--- config.mk ---
export PLATFORM = sky130hd
export DESIGN_NAME = control_filtrado
export DESIGN_NICKNAME = d
export VERILOG_FILES = /design/src/rtl/filtrado_pkg.sv /design/src/rtl/sel_banda_sig.sv /design/src/rtl/control_filtrado.sv
export SDC_FILE = /design/constraint.sdc
export NUM_CORES = 1
export LEC_CHECK = 0
export BUFFER_PORTS_ARGS = -buffer_cell sky130_fd_sc_hd__buf_2
export CAP_MARGIN = 20
export CORE_MARGIN = 2
export CORE_UTILIZATION = 43
export DETAILED_ROUTE_END_ITERATION = 16
export GPL_TIMING_DRIVEN = 0
export PLACE_DENSITY = 0.71
export SLEW_MARGIN = 10
export SYNTH_ARGS = -nofsm -noshare
export SYNTH_HDL_FRONTEND = slang
export SYNTH_SLANG_ARGS = --single-unit
--- constraint.sdc ---
create_clock -name clk -period 1.35 [get_ports clk]
set_input_delay 0.2025 -clock clk [delete_from_list [all_inputs] [get_ports clk]]
set_output_delay 0.2025 -clock clk [all_outputs]
set_load 0.03 [all_outputs]
--- src/rtl/filtrado_pkg.sv ---
// Shared encodings for the three-band filter sequencer: FSM states, band codes
// and the default number of MAC taps per band.
package filtrado_pkg;

  localparam int N_BANDS    = 3;
  localparam int N_TAPS_DEF = 3;

  localparam logic [1:0] BAND_B = 2'd0;
  localparam logic [1:0] BAND_M = 2'd1;
  localparam logic [1:0] BAND_A = 2'd2;

  typedef enum logic [1:0] {
    IDLE = 2'd0,
    MAC  = 2'd1,
    WB   = 2'd2,
    SUM  = 2'd3
  } state_t;

endpackage

--- src/rtl/sel_banda_sig.sv ---
// Picks the next enabled band: from band 0 inclusive when start is set,
// otherwise the first enabled band strictly above band_cur.
module sel_banda_sig
  import filtrado_pkg::*;
(
  input  logic [2:0] mask,
  input  logic [1:0] band_cur,
  input  logic       start,
  output logic [1:0] band_sig,
  output logic       none
);

  // Scan downwards so the lowest qualifying band is the one left standing.
  always_comb begin
    band_sig = BAND_B;
    none     = 1'b1;
    for (int i = N_BANDS - 1; i >= 0; i--) begin
      if (mask[i] && (start || (i > int'(band_cur)))) begin
        band_sig = 2'(i);
        none     = 1'b0;
      end
    end
  end

endmodule

--- src/rtl/control_filtrado.sv ---
// Sequencer for the shared MAC of the B/M/A filter bands.
// Optional one-deep strobe queue: define CONTROL_FILTRADO_PENDING_EN.
//
// state | meaning
// IDLE  | waiting for a sample strobe
// MAC   | stepping taps of the active band through the MAC
// WB    | writing back the active band's accumulator
// SUM   | registering y from the enabled band outputs
module control_filtrado
  import filtrado_pkg::*;
#(
  parameter int N_TAPS = N_TAPS_DEF,
  parameter int TAP_W  = 3
) (
  input  logic             clk,
  input  logic             rst,
  input  logic             rx,
  input  logic             sw_B,
  input  logic             sw_M,
  input  logic             sw_A,
  output logic             busy,
  output logic             mac_clr,
  output logic             mac_en,
  output logic [1:0]       band,
  output logic [TAP_W-1:0] tap,
  output logic             wb,
  output logic             sum_en,
  output logic             y_valid,
  output logic             overrun
);

  localparam logic [TAP_W-1:0] TAP_LAST = TAP_W'(N_TAPS - 1);

  state_t           state, state_n;
  logic [1:0]       band_r, band_n;
  logic [TAP_W-1:0] tap_r, tap_n;
  logic [2:0]       en_r, en_n;
  logic             yv_r;
  logic             ov_r, ov_n;
  logic             launch;

  logic [2:0] sw_mask;
  logic [2:0] ini_mask;
  logic [1:0] ini_band, wb_band;
  logic       ini_none, wb_none;

  assign sw_mask = {sw_A, sw_M, sw_B};

`ifdef CONTROL_FILTRADO_PENDING_EN
  logic       pend_r, pend_n;
  logic [2:0] pmask_r, pmask_n;

  // Leaving SUM, a queued sample takes priority over a fresh strobe.
  assign ini_mask = (state == SUM && pend_r) ? pmask_r : sw_mask;
`else
  assign ini_mask = sw_mask;
`endif

  sel_banda_sig u_sel_ini (
    .mask     (ini_mask),
    .band_cur (BAND_B),
    .start    (1'b1),
    .band_sig (ini_band),
    .none     (ini_none)
  );

  sel_banda_sig u_sel_wb (
    .mask     (en_r),
    .band_cur (band_r),
    .start    (1'b0),
    .band_sig (wb_band),
    .none     (wb_none)
  );

  always_comb begin
    state_n = state;
    band_n  = band_r;
    tap_n   = tap_r;
    en_n    = en_r;
    ov_n    = ov_r;
    launch  = 1'b0;
`ifdef CONTROL_FILTRADO_PENDING_EN
    pend_n  = pend_r;
    pmask_n = pmask_r;
`endif

    case (state)
      IDLE: launch = rx;
      MAC: begin
        if (tap_r == TAP_LAST) begin
          state_n = WB;
          tap_n   = '0;
        end else begin
          tap_n = tap_r + 1'b1;
        end
      end
      WB: begin
        if (wb_none) begin
          state_n = SUM;
          band_n  = BAND_B;
        end else begin
          state_n = MAC;
          band_n  = wb_band;
        end
      end
      SUM: begin
        state_n = IDLE;
`ifdef CONTROL_FILTRADO_PENDING_EN
        launch  = pend_r || rx;
        pend_n  = 1'b0;
`endif
      end
      default: state_n = IDLE;
    endcase

    if (launch) begin
      en_n  = ini_mask;
      tap_n = '0;
      if (ini_none) begin
        state_n = SUM;
        band_n  = BAND_B;
      end else begin
        state_n = MAC;
        band_n  = ini_band;
      end
    end

    if (rx && state != IDLE) begin
`ifdef CONTROL_FILTRADO_PENDING_EN
      if (pend_r) begin
        ov_n = 1'b1;
      end else if (state != SUM) begin
        pend_n  = 1'b1;
        pmask_n = sw_mask;
      end
`else
      ov_n = 1'b1;
`endif
    end
  end

  always_ff @(posedge clk or negedge rst) begin
    if (!rst) begin
      state   <= IDLE;
      band_r  <= BAND_B;
      tap_r   <= '0;
      en_r    <= 3'b000;
      yv_r    <= 1'b0;
      ov_r    <= 1'b0;
`ifdef CONTROL_FILTRADO_PENDING_EN
      pend_r  <= 1'b0;
      pmask_r <= 3'b000;
`endif
    end else begin
      state   <= state_n;
      band_r  <= band_n;
      tap_r   <= tap_n;
      en_r    <= en_n;
      yv_r    <= (state == SUM);
      ov_r    <= ov_n;
`ifdef CONTROL_FILTRADO_PENDING_EN
      pend_r  <= pend_n;
      pmask_r <= pmask_n;
`endif
    end
  end

  assign busy    = (state != IDLE);
  assign mac_en  = (state == MAC);
  assign mac_clr = (state == MAC) && (tap_r == '0);
  assign wb      = (state == WB);
  assign sum_en  = (state == SUM);
  assign band    = band_r;
  assign tap     = tap_r;
  assign y_valid = yv_r;
  assign overrun = ov_r;

endmodule

* Word level (Yosys, flattened, before mapping)
Index checks and enable logic that the tools add are counted.
Storage, ports and cells: flip-flop bits (word level) 12, input port bits 6, output and inout bits 12, logic and storage cells 48
Operators by class: add/sub/neg operators 1, magnitude comparators 2, equal/unequal tests 5, muxes and demuxes 23, reduce and logical (&&, ||, !) cells 11
Operators by type and width (number):
- $mux 2 | 13
- $mux 3 | 3
- $mux 1 | 6
- $pmux 2 s3 | 1
- $reduce_bool 2->1 | 3
- $eq 2x2->1 const B | 2
- $logic_and 1x1->1 | 4
- $reduce_bool 4->1 | 1
- $add 3x1->3 const B | 1
- $eq 3x2->1 const B | 1
- $logic_not 3->1 | 1
- $ne 3x1->1 const B | 1
- $eq 2x1->1 const B | 1
- $gt 1x2->1 const A | 1
- $gt 2x2->1 const A | 1
- $logic_not 2->1 | 1
- $reduce_and 2->1 | 1

* Longest topological paths before layout
Gate-level depths: netlist of the first run.
depth after elaboration 7, gate-level depth with buffers 6, depth with buffers taken out 6

* Cells and area by module
Synthesis of the first run repeated with hierarchy kept, for this count alone.
Second synthesis, totals: cells, all modules 83, area, all modules 788.3 um^2
Modules (own cells, without submodules):
- control_filtrado | times used 1, cells an instance 61, area an instance 643.1 um^2, seq. area each 300.3 um^2
- sel_banda_sig | times used 2, cells an instance 11, area an instance 72.6 um^2, seq. area each 0.0 um^2

* Worst setup path after synthesis of the first run
OpenSTA, ideal clock, no wires.
kind reg-to-output, start register state[1], end output mac_clr, arrival 1971 ps, data required time 1148 ps, slack -824 ps, stages on the path, launching flop included 4, buffers on the path 0, cell sequence dfrtp_1 > inv_1 > ha_1 > nor4b_1
On the way: cells in the longest elaborated chain, start to end 2
RTL lines:
- start, declared | line control_filtrado.sv:34 | state_t state, state_n;
- start signal, assigned | line control_filtrado.sv:155 | state <= state_n;
- $eq 2x1->1
- named net mac_en | line control_filtrado.sv:23 | output logic mac_en,
- $logic_and 1x1->1 | line control_filtrado.sv:170 | assign mac_clr = (state == MAC) && (tap_r == '0);
- end, declared | line control_filtrado.sv:22 | output logic mac_clr,
The timed path passes the listed nets, and every way through them passes these cells.

* Worst setup path in the final report of the first run
start register state[1], end output mac_clr
On the way: cells in the longest elaborated chain, start to end 2
RTL lines (line):
- $eq 2x1->1 | control_filtrado.sv:170
- $logic_and 1x1->1 | control_filtrado.sv:170
Every way passes these cells.

==> results of run 1 <==
[repair_timing]
| action | 4_1_cts | 5_1_grt |
|---|---|---|
| hold buffers | 1 | 0 |
| pin swaps | 0 | 2 |
| setup buffers | 5 | 3 |
| gates resized for setup | 15 | 7 |
| endpoints found under the hold margin | 11 | 0 |
| setup endpoints to repair | 11 | 8 |
[worst max-delay path, stage by stage, from the launching register on]
cell	delay, ps
dfrtp_2	430
inv_4	90
ha_4	130
nor4b_4	190
buf_6	160
[flip-flops by register name, indices dropped and copies added, names as in the netlist]
signal   cells
band         2
en_r         2
overrun      1
state        2
tap          3
y_valid      1
[per-layer routing]
layer	vias to the layer above	track usage, %	wire length, um
met5	-	0	0
met4	0	12.1	35
met3	5	3.19	62
li1	262	-	-
met1	266	20.0	563
met2	17	36.3	720
[cell usage after synthesis]
library cell	count
dfrtp_1	11
a21oi_1	9
ha_1	5
inv_1	4
nor2b_1	4
mux2_2	3
nand2b_1	3
nor2_1	3
a31oi_1	2
mux2i_1	2
o21ai_0	2
a21o_1	1
a22oi_2	1
a32oi_1	1
and2_1	1
inv_2	1
nand2_1	1
nand3_1	1
nor4b_1	1
or3_1	1
xnor2_1	1
[final cells by class]
type | count | area [um^2]
multi-input cells | 42 | 404
fillers | 104 | 359
flip-flops and latches | 11 | 282
repair buffers | 26 | 188
clock buffers | 4 | 26.3
inverters | 5 | 23.8
well taps | 15 | 18.8
[cell usage in the layout, fill, tap and decap left out, drive strengths merged]
cell type / netlist / routed
and2: 1 / 1
clkbuf: 0 / 4
dlygate4sd3: 0 / 1
ha: 5 / 5
dfrtp: 11 / 11
nand2: 1 / 1
inv: 5 / 5
mux2: 3 / 3
nor4b: 1 / 1
a31oi: 2 / 2
xnor2: 1 / 1
a21oi: 9 / 9
a22oi: 1 / 1
buf: 0 / 25
nand3: 1 / 1
or3: 1 / 1
a21o: 1 / 1
mux2i: 2 / 2
nor2: 3 / 3
nand2b: 3 / 3
o21ai: 2 / 2
a32oi: 1 / 1
nor2b: 4 / 4
[through the flow]
stage	std cells	cell area, um^2	utilization, %
6_report	103	942	72.4
5_1_grt	103	942	72.4
3_3_place_gp	90	761	58.5
2_1_floorplan	58	657	-
4_1_cts	100	893	68.7
3_5_place_dp	90	761	58.5
[how the worst min path moves through the flow]
| stage | startpoint | end | slack, ps | cells past startpoint |
|---|---|---|---|---|
| 2_1_floorplan | rst | band[0] | -90 | 0 |
| 3_3_place_gp | rst | en_r[2] | 80 | 1 |
| 3_5_place_dp | rst | state[1] | 80 | 1 |
| 4_1_cts | sw_M | en_r[1] | 190 | 2 |
| 5_1_grt | sw_M | en_r[1] | 190 | 2 |
| 6_report | sw_M | en_r[1] | 190 | 2 |
[power breakdown]
part           internal, mW  leakage (nW)  switching (mW)  total, mW
logic                 0.761         0.278           0.851       1.61
clock network         0.115        0.0150           0.112      0.226
registers             0.489         0.127           0.179      0.668
[cell families after synthesis]
logic type / Yosys count
fa+ha+maj: 5
xor+xnor: 1
simple gates: 15
mux: 5
buf+inv: 5
flops: 11
compound gates: 16
==> flow_summary_export.csv, run 1 <==
group,metric,value,unit
timing,grt_setup_unrepaired,"true",
grt,antenna_found_initial,0,
status,status,"finished with violations",
critical_path,cp.arrival,1280,ps
timing,fin_setup_tns,-457,ps
cells_and_area,antenna_cells,0,
floorplanning,start_util,46.2,%
timing,hold_violations,0,
timing,hold_ws,189,ps
timing,setup_viol,7,
clock_tree,cts_buffer_depth,2,
critical_path,reg2reg_from,"state[0]",
timing,tightest_slew,247,ps
floorplanning,die_x,41.4,um
timing,maxSlewViolCount,0,
yosys,netlist.top_cell.by_area,"dfrtp_1",
critical_path,r2r_slack,-30,ps
yosys,yosysUniqueCellTypes,21,
routing,via_count,550,
critical_path,r2r-end,"state[1]",
critical_path,endpoint,"mac_clr",
placement,dp_hpwl,928,um
critical_path,worst_ep_required_time,1150,ps
cells_and_area,num-nets-final,100,
cells_and_area,syn_to_final_growth,56.9,%
yosys,synth_xor_area_share,1.46,%
grt,grt_pass1_wl,2.08,mm
critical_path,worstSetupPathType,"register to output port",
power_and_ir_drop,powerDensity,2660,nW/um^2
critical_path,crit_path_max_fanout,3,
grt,grt_max_degree,12,
power_and_ir_drop,vdd_drop_max,0.00152,V
routing,wirelength,1.38,mm
placement,port_buffers,17,
routing,postRouteAntennaNets,0,
routing,drt_iter0_markers,11,
placement,pre_cts_slack,-205,ps
floorplanning,die_area,1710,um^2
floorplanning,core,1300,um^2
clock_tree,numCtsBuffers,3,
clock_tree,h-tree-depth,1,
critical_path,cp-startpoint,"state[1]",
routing,wl_per_cell,13.4,um
critical_path,reg2regPathDepth,6,
clock_tree,insertion_delay,280,ps
yosys,synth_compound_area_share,16.0,%
yosys,netlist_instances,58,
yosys,synth.top_cell.area_share,45.8,%
grt,grt_pass1_vias,498,
timing,clock_skew,4.13,ps
timing,max_freq,676,MHz
grt,grt_overflow,0,
yosys,synth-simple-area-share,14.2,%
power_and_ir_drop,power_leakage,0.420,nW
cells_and_area,drive_gt1_share,55.7,%
grt,track_usage,19.5,%
floorplanning,die_y,41.4,um
yosys,synthAdderAreaFrac,10.4,%
yosys,syn-num-nets,69,
floorplanning,boundaryPins,18,
yosys,ys_warn_count,0,
clock_tree,cts.clk_slew.worst_paths,70,ps
power_and_ir_drop,power,2.51,mW
routing,first_pass_iters,4,
hold_path,worst_hold_path_type,"input pin to register",
timing,fin_crit,1480,ps
clock_tree,clkSinkCount,11,
critical_path,worst_setup_path_start_kind,"register",
yosys,synth_top_family_by_area,"compound AO/OA/AOI/OAI gates",
timing,slew_headroom,83.6,%
yosys,synth_area,601,um^2
routing,drc,0,
floorplanning,num_rows,13,
placement,gp_congestion,0.737,
clock_tree,cts_tree,"yes",
yosys,synthMuxAreaShare,8.96,%
yosys,ys_ff_latch,11,
yosys,postSynthAreaPerCell,10.4,um^2
timing,finalWorstSetupSlack,-129,ps
yosys,ys_seq_area_share,45.8,%
job,cap_violations,0,
timing,post-route-period-util,110,%
critical_path,cp-end-kind,"output port",
routing,vias_per_cell,5.34,
status,violations,"negative setup slack",
yosys,synth_area_leaders,"dfrtp_1, ha_1, a21oi_1",
clock_tree,cts_root_buf,"clkbuf_4",
Power figures use the tool's default switching activity.
==> inputs of run 2 (changes only) <==
--- a/config.mk
+++ b/config.mk
@@ -11,7 +11,7 @@
 export CORE_UTILIZATION = 43
 export DETAILED_ROUTE_END_ITERATION = 16
 export GPL_TIMING_DRIVEN = 0
-export PLACE_DENSITY = 0.71
+export PLACE_DENSITY = 0.72
 export SLEW_MARGIN = 10
 export SYNTH_ARGS = -nofsm -noshare
 export SYNTH_HDL_FRONTEND = slang
==> run 2 against run 1 <==
Net effect:
- the flow still finishes with violations (negative setup slack)
- maximum frequency fell by 0.32%
- setup slack got worse by 4.8 ps
- non-clock buffer count rose by 7
- core utilization rose by 5.5 points
- clock skew rose by 2.6 ps
- combinational power rose by 18%
- first-iteration DRC count did not move
- flip-flop and latch count did not move
- register-to-register slack got worse by 20 ps
- clock-buffer cell count did not move
- die area did not move
- global-route usage fell by 1.9 points
- largest power group unchanged
- highest routed layer unchanged
==> flow_summary_export.csv, run 2 (synthesis gave the netlist of run 1 again) <==
group,metric,value,unit
clock_tree,cts.clk_slew.worst_paths,70,ps
cells_and_area,layout_commonest_cell,"buf_4",
critical_path,path_buf_inv,2,
power_and_ir_drop,p_switching,1.21,mW
clock_tree,cts_root_buf,"clkbuf_4",
power_and_ir_drop,powerDensity,2720,nW/um^2
power_and_ir_drop,power_frac_seq,23.2,%
timing,slew_headroom,84.5,%
placement,gp_congestion,0.772,
cells_and_area,syn_to_final_growth,68.7,%
critical_path,worstSetupPathType,"register to output port",
floorplanning,die_area,1710,um^2
placement,dp_hpwl,930,um
grt,grt_max_degree,12,
hold_path,whs_endpoint,"en_r[2]",
critical_path,cp_top_family,"flip-flops",
grt,grt_pass1_vias,478,
timing,clock_skew,6.74,ps
critical_path,r2r_slack,-50,ps
clock_tree,numCtsBuffers,3,
timing,hold_violations,0,
placement,port_buffers,17,
floorplanning,die_x,41.4,um
power_and_ir_drop,vdd_drop_max,0.00139,V
timing,max_freq,674,MHz
job,cap_violations,0,
timing,setup_viol,8,
critical_path,reg2reg_from,"state[0]",
critical_path,reg2regPathDepth,6,
grt,antenna_found_initial,0,
grt,grt_overflow,0,
cells_and_area,mostFrequentLayoutCells,"buf_4, buf_2, a21oi_1, dfrtp_1, buf_6",
critical_path,worst_ep_required_time,1150,ps
hold_path,hp-start,"sw_A",
timing,finalWorstSetupSlack,-134,ps
critical_path,worst_setup_path_start_kind,"register",
routing,wl_per_cell,13.7,um
status,violations,"negative setup slack",
routing,vias_per_cell,5.27,
clock_tree,h-tree-depth,1,
routing,drc,0,
cells_and_area,antenna_cells,0,
cells_and_area,num-nets-final,107,
clock_tree,insertion_delay,270,ps
power_and_ir_drop,p_sw_share,43.9,%
hold_path,whs_path_depth,2,
power_and_ir_drop,pwr-share-clk,8.1,%
cells_and_area,largest_reg_flops,3,
timing,fin_setup_tns,-505,ps
critical_path,slowest_stage,"dfrtp_1",
grt,track_usage,17.6,%
power_and_ir_drop,combPwrFrac,68.7,%
routing,via_count,580,
critical_path,crit_chain,"inv_2, ha_4, nor4b_4, buf_6",
floorplanning,start_util,46.2,%
cells_and_area,fin_util,77.9,%
grt,grt_pass1_wl,1.91,mm
clock_tree,cts_tree,"yes",
floorplanning,boundaryPins,18,
floorplanning,num_rows,13,
clock_tree,clkSinkCount,11,
hold_path,worst_hold_path_type,"input pin to register",
timing,maxSlewViolCount,0,
critical_path,r2r-end,"state[1]",
clock_tree,cts_buffer_depth,2,
routing,drt_iter0_markers,11,
critical_path,cp.arrival,1280,ps
timing,tightest_slew,232,ps
routing,wirelength,1.50,mm
timing,fin_crit,1480,ps
status,status,"finished with violations",
floorplanning,die_y,41.4,um
critical_path,cpPeakStageDelay,390,ps
cells_and_area,fillers,89,
power_and_ir_drop,power_leakage,0.463,nW
timing,grt_setup_unrepaired,"true",
critical_path,crit_path_max_fanout,3,
timing,post-route-period-util,110,%
cells_and_area,drive_gt1_share,62.1,%
routing,postRouteAntennaNets,0,
critical_path,cp-end-kind,"output port",
routing,first_pass_iters,4,
power_and_ir_drop,p_int,1.55,mW
floorplanning,core,1300,um^2
## run 2: cell count changes in the layout (fill, tap and decap cells not counted), sizes merged
cell  change
buf       +7
## run 2: power groups by stage
| stage | sequential, mW | clock [mW] | combinational [mW] |
|---|---|---|---|
| after floorplan | 0.798 | 0 | 0.846 |
| after global routing | 0.660 | 0.244 | 2.01 |
| after global placement | 0.655 | 0 | 1.22 |
| final | 0.639 | 0.225 | 1.90 |
| after CTS | 0.639 | 0.224 | 1.65 |
| after detailed placement | 0.671 | 0 | 1.25 |
## run 2: stage by stage
| step | instances | hold slack [ps] | worst slack (ps) | area [um^2] | total power, mW |
|---|---|---|---|---|---|
| 6_report | 110 | 191 | -134 | 1010 | 2.76 |
| 5_1_grt | 110 | 195 | -191 | 1010 | 2.92 |
| 4_1_cts | 105 | 194 | -141 | 932 | 2.51 |
| 3_5_place_dp | 90 | 80.6 | -186 | 761 | 1.92 |
| 3_3_place_gp | 90 | 83.8 | -132 | 761 | 1.87 |
| 2_1_floorplan | 58 | -93.1 | -18.0 | 657 | 1.64 |
## run 2: worst max path at each step
stage	start	endpoint	slack [ps]	cells after the start
4_1_cts	state[1]	mac_clr	-140	4
6_report	state[1]	mac_clr	-130	4
2_1_floorplan	state[1]	mac_clr	-20	3
5_1_grt	state[1]	mac_clr	-190	4
3_3_place_gp	state[0]	state[0]	-130	5
3_5_place_dp	state[0]	state[1]	-190	5
## run 2: repair_timing
action / 4_1_cts / 5_1_grt
resized for setup: 14 / 10
buffers inserted: 10 / 5
pin swaps: 2 / 2
endpoints found under the setup margin: 9 / 8
hold buffers: 1 / 0
hold endpoints to repair: 11 / 0
## run 2: metal layers
layer | vias to the layer above | GRT usage, % | wire length [um]
li1 | 281 | - | -
met1 | 279 | 17.6 | 604
met2 | 18 | 34.8 | 830
met3 | 2 | 3.19 | 63
met4 | 0 | 7.26 | 5
met5 | - | 0 | 0
## run 2: area by class of cell
class                           instances  area, um^2  share of cell area (%)
Timing Repair Buffer                   33         251                    24.8
Tap cell                               15        18.8                    1.85
Sequential cell                        11         280                    27.7
Multi-Input combinational cell         42         418                    41.2
Inverter                                5        18.8                    1.85
Clock buffer                            4        26.3                    2.59
